==> config.mk <==
export PLATFORM = sky130hd
export DESIGN_NAME = mem_stage_sram_ctrl
export DESIGN_NICKNAME = d
export VERILOG_FILES = /design/src/rtl/mem_stage_sram_ctrl.sv
export SDC_FILE = /design/constraint.sdc
export NUM_CORES = 1
export LEC_CHECK = 0
export CORE_ASPECT_RATIO = 0.8
export CORE_MARGIN = 8
export CORE_UTILIZATION = 35
export CTS_CLUSTER_DIAMETER = 200
export CTS_CLUSTER_SIZE = 14
export DETAILED_ROUTE_END_ITERATION = 10
export PLACE_DENSITY = 0.85
export REMOVE_ABC_BUFFERS = 1
export SKIP_CTS_REPAIR_TIMING = 1
export SYNTH_ARGS = -nofsm -noshare
export SYNTH_HDL_FRONTEND = slang
export SYNTH_SLANG_ARGS = --single-unit
==> constraint.sdc <==
create_clock -name clk -period 1.7 [get_ports clk]
set_input_delay 0.34 -clock clk [delete_from_list [all_inputs] [get_ports clk]]
set_output_delay 0.34 -clock clk [all_outputs]
set_load 0.02 [all_outputs]
==> src/rtl/mem_stage_sram_ctrl.sv <==
// mem_stage_sram_ctrl
// MEM-stage controller that turns pipeline load/store requests into
// multi-cycle accesses on an external single-port SRAM. While an access is
// in flight, ready is held low so the upstream pipeline registers freeze.
// A request runs as IDLE -> ACCESS (WAIT_CYCLES cycles) -> DONE -> IDLE.
// DONE never samples the request, so a frozen request is not issued twice.
//
// Parameters:
//   WAIT_CYCLES  SRAM access cycles per request (1..15)
//   SRAM_BASE    byte address mapped to SRAM word 0
//
// Ports:
//   clk, rst      clock; synchronous active-high reset
//   ALU_Res       byte address from EX/MEM
//   Val_Rm        store data
//   MEM_R_EN      load request (held while ready=0)
//   MEM_W_EN      store request (held while ready=0; wins over MEM_R_EN)
//   memory_out    registered load data to MEM/WB
//   ready         combinational pipeline-advance flag
//   SRAM_ADDR     SRAM word address
//   SRAM_WDATA    SRAM write data
//   SRAM_RDATA    SRAM read data
//   SRAM_WE_N     active-low SRAM write enable
//   misalign_err  one-cycle misalignment pulse (MEM_MISALIGN_CHECK_EN only)
//
// Build option: define MEM_MISALIGN_CHECK_EN to reject requests whose
// ALU_Res[1:0] != 0. They skip the SRAM, go straight to DONE and pulse
// misalign_err. Without the macro the port is absent and the low address
// bits are ignored.

module mem_stage_sram_ctrl #(
    parameter int          WAIT_CYCLES = 5,
    parameter logic [31:0] SRAM_BASE   = 32'd1024
) (
    input  logic        clk,
    input  logic        rst,
    input  logic [31:0] ALU_Res,
    input  logic [31:0] Val_Rm,
    input  logic        MEM_R_EN,
    input  logic        MEM_W_EN,
    output logic [31:0] memory_out,
    output logic        ready,
    output logic [17:0] SRAM_ADDR,
    output logic [31:0] SRAM_WDATA,
    input  logic [31:0] SRAM_RDATA,
    output logic        SRAM_WE_N
`ifdef MEM_MISALIGN_CHECK_EN
    ,
    output logic        misalign_err
`endif
);

    typedef enum logic [1:0] {
        IDLE   = 2'd0,
        ACCESS = 2'd1,
        DONE   = 2'd2
    } state_t;

    state_t      state;
    state_t      state_nxt;
    logic [3:0]  cnt;
    logic        wr_q;
    logic        req;
    logic [31:0] addr_offset;
    logic        unused_addr_bits;

    assign req = MEM_R_EN | MEM_W_EN;

    // Subtracting in 32 bits and keeping bits [19:2] makes addresses below
    // SRAM_BASE wrap modulo 2^18 words without any extra logic.
    assign addr_offset      = ALU_Res - SRAM_BASE;
    assign unused_addr_bits = ^{addr_offset[31:20], addr_offset[1:0]};

`ifdef MEM_MISALIGN_CHECK_EN
    logic misaligned;
    assign misaligned = |ALU_Res[1:0];
`endif

    // State register.
    always_ff @(posedge clk) begin
        if (rst) begin
            state <= IDLE;
        end else begin
            state <= state_nxt;
        end
    end

    // Next-state and ready decode.
    always_comb begin
        // NOTE: every output of this block gets a default first, so no path
        // through the case leaves a signal unassigned and no latch is inferred.
        state_nxt = state;
        ready     = 1'b1;
        unique case (state)
            IDLE: begin
                if (req) begin
                    ready = 1'b0;
`ifdef MEM_MISALIGN_CHECK_EN
                    state_nxt = misaligned ? DONE : ACCESS;
`else
                    state_nxt = ACCESS;
`endif
                end
            end
            ACCESS: begin
                ready = 1'b0;
                if (cnt == 4'd0) begin
                    state_nxt = DONE;
                end
            end
            DONE: begin
                state_nxt = IDLE;
            end
            default: begin
                state_nxt = IDLE;
            end
        endcase
    end

    // Datapath: counter, latched request and SRAM-facing registers.
    always_ff @(posedge clk) begin
        // NOTE: sequential state uses non-blocking assignments so every
        // register samples pre-edge values regardless of statement order.
        if (rst) begin
            cnt        <= 4'd0;
            wr_q       <= 1'b0;
            memory_out <= 32'd0;
            SRAM_ADDR  <= 18'd0;
            SRAM_WDATA <= 32'd0;
            SRAM_WE_N  <= 1'b1;
`ifdef MEM_MISALIGN_CHECK_EN
            misalign_err <= 1'b0;
`endif
        end else begin
`ifdef MEM_MISALIGN_CHECK_EN
            // Rejected requests reach DONE one edge after IDLE, so setting the
            // flag only on that transition yields a pulse for the DONE cycle.
            misalign_err <= (state == IDLE) && req && misaligned;
`endif
            unique case (state)
                IDLE: begin
`ifdef MEM_MISALIGN_CHECK_EN
                    if (req && !misaligned) begin
`else
                    if (req) begin
`endif
                        cnt        <= 4'(WAIT_CYCLES - 1);
                        SRAM_ADDR  <= addr_offset[19:2];
                        SRAM_WDATA <= Val_Rm;
                        // A simultaneous load and store is treated as a store.
                        wr_q       <= MEM_W_EN;
                        SRAM_WE_N  <= ~MEM_W_EN;
                    end
                end
                ACCESS: begin
                    if (cnt == 4'd0) begin
                        SRAM_WE_N <= 1'b1;
                        if (!wr_q) begin
                            memory_out <= SRAM_RDATA;
                        end
                    end else begin
                        cnt <= cnt - 4'd1;
                    end
                end
                default: begin
                end
            endcase
        end
    end

endmodule
==> impl_results.md, run 1 <==
* Core Box Area at 9489 sq um
* Fin nets at 704
* Syn. warnings at 0
* CTS tree: done
* Drt pass-1 iters at 4
* Min-Delay Endpoint: SRAM_ADDR[8]$_SDFFE_PP0P_
* First-pass GRT wire length at 16.42 mm
* Pwr Total at 7.471 mW
* #FFs+latches synth at 90
* Max VDD drop at 513.7 uV
* # rows at 32
* Crit path launch type: flip-flop
* IO Port Bufs at 169
* Clock Pin Slew Worst Setup and Hold Paths at 60 ps
* Initial antenna violation count at 0
* RSZ-0062 raised after global routing: yes
* Hold path depth at 3
* Final core occ at 63.20%
* Worst r2r src: cnt[1]$_SDFFE_PP0P_
* R2R depth at 7
* DR iter-0 viols at 195
* Ant diodes at 0
* Reg2reg setup slack at -70 ps
* R2R Path End: memory_out[9]$_SDFFE_PP0P_
* Die ar. at 12970 sq um
* Critical path cell sequence: inv_2 -> ha_4 -> or3b_4 -> or3_4 -> clkbuf_16 -> nand2_1 -> a21oi_1
* GP Congestion at 0.7806
* Failing checks: setup timing
* Vias per cell at 4.821
* Post-route clock period utilization at 104.2%
* Fin. max-slew vios at 0
* Clock H-tree levels at 3
* # setup viols final at 32
* Most common cell after layout, fill and taps aside: clkdlybuf4s50_1
* Sequential share of the synthesized area at 53.83%
* Die height at 103.5 um
* Final worst path period need at 1771 ps
* Adder-Cell Fraction of Synth Area at 0.7477%
* CP Capture Type: flip-flop
* Synthesized area at 3347 sq um
* Final setup margin at -70.97 ps
* Measured slew at the worst slew-check pin at 416.8 ps
* # Max-Cap Violations at 0
* GRT Util Overall at 15.52%
* Clock sink count at 90
* Master of the slowest instance on the critical path: or3_4
* Simple-gate area share of the yosys netlist at 23.44%
* Cells after synthesis at 412
* WS Path Type: reg -> reg
* Worst-skew pair later-pin latency at 320 ps
* P&R area growth vs syn at 79.18%
* Commonest cells after routing, fill and taps aside: clkdlybuf4s50_1 (155), nand2_1 (120), dfxtp_1 (88), a21oi_1 (67), buf_4 (24)
* Num CTS Buffers at 9
* HP Start: ALU_Res[10]
* Leakage at 2.428 nW
* Die Width at 125.3 um
* CTS Buffer Depth at 2
* Fin. Hold Viols at 0
* Vias in the first global route at 3432
* Avg Inst Size Synth at 8.124 sq um
* Worst EP required at 1890 ps
* Ports at 184
* Max Fanout on Critical Path at 8
* Pin count of the biggest net entering global routing at 91
* Final WL at 11.92 mm
* Grt total ovfl at 0
* Relative slew slack at 72.21%
* Skew final at 6.608 ps
* Largest family of logic cells by synthesized area: simple AND/OR/NAND/NOR gates
* PD cells at 1246 nW/um^2
* Layout cells sized above 1 at 18.32%
* Mux share of post-synthesis cell area at 0%
* Starting Density at 35.27%
* Max Fclk at 0.5647 GHz
* XOR/XNOR share of the synthesized area at 1.832%
* Max incr delay on CP at 400 ps
* Placed wire-length estimate at 7.775 mm
* Antenna Nets Post-Route at 0
* Via count at 3495
* Synth Area in Compound Gates at 15.59%
* Hold crit path type: in -> reg
* Distinct cells, synth at 30
* CTS root buf: clkbuf_16
* WL/cell at 16.44 um
* Crit path arrival time at 1960 ps
* DRC at 0
* Status: complete, but fails checks
==> how the worst max path moves through the flow <==
stage,from,end,slack [ps],cells past startpoint
after floorplan,cnt[0]$_SDFFE_PP0P_,memory_out[0]$_SDFFE_PP0P_,-520,6
after global placement,MEM_W_EN,ready,-350,4
after detailed placement,ALU_Res[10],SRAM_ADDR[14]$_SDFFE_PP0P_,-400,7
after CTS,MEM_W_EN,ready,-360,4
after global routing,cnt[1]$_SDFFE_PP0P_,memory_out[30]$_SDFFE_PP0P_,-140,9
final,cnt[1]$_SDFFE_PP0P_,memory_out[9]$_SDFFE_PP0P_,-70,7
==> registers in the layout, indices dropped and copies added (netlist names) <==
| register | flops |
|---|---|
| state | 2 |
| cnt | 4 |
| SRAM_ADDR | 18 |
| SRAM_WE_N | 1 |
| wr_q | 1 |
| memory_out | 32 |
| SRAM_WDATA | 32 |
==> cell type report <==
cell class	instances	area, sq um
clock inverter	5	40.04
timing repair buffer	207	2148
sequential	90	1804
multi-input combinational	289	1598
inverter	5	18.77
clock buffer	10	239.0
tap	119	148.9
fill	758	3492
==> logic make-up (layout without fill, tap and decap cells) <==
group | Yosys count | after routing
XOR/XNOR | 7 | 7
buffers and inverters | 33 | 227
AND/OR/NAND/NOR | 185 | 185
flip-flops | 90 | 90
adder cells (fa/ha/maj) | 2 | 2
AO/OA/AOI/OAI | 95 | 95
==> power breakdown <==
group | internal [mW] | switching (mW) | total [mW]
registers | 2.45 | 0.210 | 2.66
clock network | 1.03 | 0.805 | 1.83
logic | 1.46 | 1.51 | 2.98
==> stage by stage <==
step                TNS, ps  hold slack [ps]  instances  setup WS, ps  cell area [sq um]
finish                -1328            357.6        725        -70.97               5997
global route          -3299            352.9        725        -135.8               5997
CTS                   -2637            455.1        716        -363.3               5627
detailed placement    -4376            447.1        701        -400.3               5348
global placement      -2120            440.7        701        -353.3               5348
floorplan            -33180            404.6        384        -522.8               3213
==> cell usage after synthesis (all sizes together) <==
master,count,area (sq um)
nand2,148,555.5
dfxtp,90,1802
a21oi,76,380.4
clkbuf,20,75.07
nor2,15,56.30
a211oi,11,87.58
buf,8,58.80
nor3,6,40.04
inv,5,18.77
xnor2,5,43.79
nand2b,4,25.02
o21ai,4,20.01
or3,4,25.02
a211o,2,17.52
ha,2,25.02
or4,2,20.02
xor2,2,17.52
a311oi,1,8.760
and2b,1,8.760
nand3b,1,7.510
nor3b,1,7.510
nor4b,1,23.77
o21a,1,7.510
or2,1,6.260
or3b,1,8.760
==> metal layers <==
| layer | routed length (um) | part of all wire, % | vias to the layer above | global-route usage (%) |
|---|---|---|---|---|
| met2 | 5715 | 48 | 161 | 26.45 |
| met5 | 0 | 0 | - | 0 |
| met1 | 4794 | 40 | 1596 | 16.80 |
| met4 | 159 | 1.3 | 0 | 4.757 |
| li1 | - | - | 1723 | - |
| met3 | 1251 | 10 | 15 | 7.889 |
==> worst max-delay path, delay by kind of cell (launching register included) <==
family	cells	cell delay, ps
AND/OR/NAND/NOR	3	850
buffers and inverters	2	250
flip-flops	1	320
adder cells (fa/ha/maj)	1	140
AO/OA/AOI/OAI	1	70
Note: power is estimated with default switching activity, not from simulation.
==> run 2: changes to the inputs <==
- PLACE_DENSITY: 0.85 -> 0.83
==> run 2 against run 1 <==
  * The flow still finishes with violations (setup timing)
  * Combinational power about the same
  * Core utilization increased by 0.066 points
  * Worst hold slack improved by 94 ps
  * Final cell count increased by 0.41%
  * Die area unchanged
  * Critical path depth increased by 2
  * Clock power increased by 7%
  * Count of clock-buffer cells in the layout unchanged
  * Routed wire length increased by 2.4%
  * Critical endpoint is now memory_out[2]$_SDFFE_PP0P_
  * Largest cell class unchanged
==> impl_results.md, run 2 (synthesized netlist as in run 1, its figures left out) <==
* Die height at 103.5 um
* Die ar. at 12970 sq um
* Crit path launch type: flip-flop
* Grt total ovfl at 0
* GRT busiest layer: met2
* DR iter-0 viols at 165
* Crit path launch: cnt[1]$_SDFFE_PP0P_
* Setup TNS at -2083 ps
* Clock Power Share at 25.8%
* # rows at 32
* Max VDD drop at 645.3 uV
* HP Start: SRAM_ADDR[6]$_SDFFE_PP0P_
* P&R area growth vs syn at 79.36%
* Max Fclk at 0.5562 GHz
* Clock H-tree levels at 3
* Antenna Nets Post-Route at 0
* Clock Pin Slew Worst Setup and Hold Paths at 60 ps
* GRT Util Overall at 16.43%
* Reg power frac at 34.7%
* Placed wire-length estimate at 8.126 mm
* Ant diodes at 0
* NetSw at 2.531 mW
* Ports at 184
* Biggest regs: SRAM_WDATA (32), memory_out (32), SRAM_ADDR (18)
* CTS Buffer Depth at 2
* First-pass GRT wire length at 17.08 mm
* Final worst path period need at 1798 ps
* Internal at 5.054 mW
* Relative slew slack at 66.70%
* Max Fanout on Critical Path at 8
* DRC at 0
* Vias per cell at 4.941
* Final setup margin at -97.89 ps
* Starting Density at 35.27%
* IO Port Bufs at 169
* WS Path Type: reg -> reg
* PD cells at 1263 nW/um^2
* Leakage at 2.310 nW
* Fin nets at 706
* WL/cell at 16.77 um
* Post-route clock period utilization at 105.8%
* Num CTS Buffers at 9
* Initial antenna violation count at 0
* M1 GR Usage at 17.14%
* Skew final at 7.456 ps
* Die Width at 125.3 um
* CTS tree: done
* Status: complete, but fails checks
* RSZ-0062 raised after global routing: yes
* Area after DPL at 5378 sq um
* Drt pass-1 iters at 4
* Failing checks: setup timing
* Design Area, Final at 6003 sq um
* CP Capture Type: flip-flop
* Net Sw Frac at 33.37%
* Measured slew at the worst slew-check pin at 499.5 ps
* Crit path arrival time at 2050 ps
* Final WL at 12.21 mm
* Worst EP required at 1960 ps
* Fin. Hold Viols at 0
* Met2 Use GR at 28.86%
* Hold crit path type: reg -> reg
* Setup WS pre-CTS at -425.9 ps
* # Max-Cap Violations at 0
* M3 GR Usage at 8.402%
* Vias in the first global route at 3581
* Via count at 3597
* Layout cells sized above 1 at 18.72%
* GP Congestion at 0.8030
* Commonest cells after routing, fill and taps aside: clkdlybuf4s50_1 (164), nand2_1 (132), dfxtp_1 (88), a21oi_1 (55), buf_4 (28)
* Pin count of the biggest net entering global routing at 47
* CTS root buf: clkbuf_16
* Most common cell after layout, fill and taps aside: clkdlybuf4s50_1
* Worst-skew pair later-pin latency at 330 ps
* Logic pwr share at 39.5%
* # setup viols final at 32
* Worst r2r src: cnt[1]$_SDFFE_PP0P_
* Fin. max-slew vios at 0
* Core Box Area at 9489 sq um
* Clock sink count at 90
run 2: worst max-delay path, cell delays in order, from the launching register on:
cell	delay (ps)
dfxtp_2	330
inv_2	70
ha_4	140
or3b_4	380
buf_6	140
nor3_4	140
buf_12	160
buf_6	150
nand2_1	80
a21oi_1	140
run 2: power by group through the flow:
stage / Combinational, mW / Clock, mW / Sequential [mW]
4_1_cts: 2.60 / 2.01 / 2.62
2_1_floorplan: 0.788 / 0 / 3.02
5_1_grt: 3.21 / 2.10 / 2.67
3_3_place_gp: 2.53 / 0 / 2.65
3_5_place_dp: 2.59 / 0 / 2.66
6_report: 3.00 / 1.95 / 2.63
run 2: worst paths after layout:
path	to	slack [ps]	cells past startpoint
hold / removal	SRAM_ADDR[6]$_SDFFE_PP0P_	450	2
setup / recovery	memory_out[2]$_SDFFE_PP0P_	-100	9
hold reg to reg	SRAM_ADDR[6]$_SDFFE_PP0P_	450	2
setup reg to reg	memory_out[2]$_SDFFE_PP0P_	-100	9
run 2: cell type report:
class                      instances  area [sq um]
multi-input combinational        289          1607
inverter                           5         18.77
clock buffer                      10         229.0
fill                             737          3486
sequential                        90          1804
clock inverter                     6         67.56
tap                              119         148.9
timing repair buffer             209          2128
run 2: per-layer routing:
metal  vias up  wire (um)
met4         0        179
li1       1733          -
met1      1660       4690
met5         -          0
met2       183       6050
met3        21       1286
run 2: per-stage QoR:
step           power, mW  hold slack (ps)  cells  utilization (%)
4_1_cts            7.226            436.2    721            59.80
6_report           7.585            451.7    728            63.26
3_5_place_dp       5.249            447.0    705            56.67
3_3_place_gp       5.175            441.1    705            56.67
5_1_grt            7.980            466.6    728            63.26
2_1_floorplan      3.808            404.6    384                -
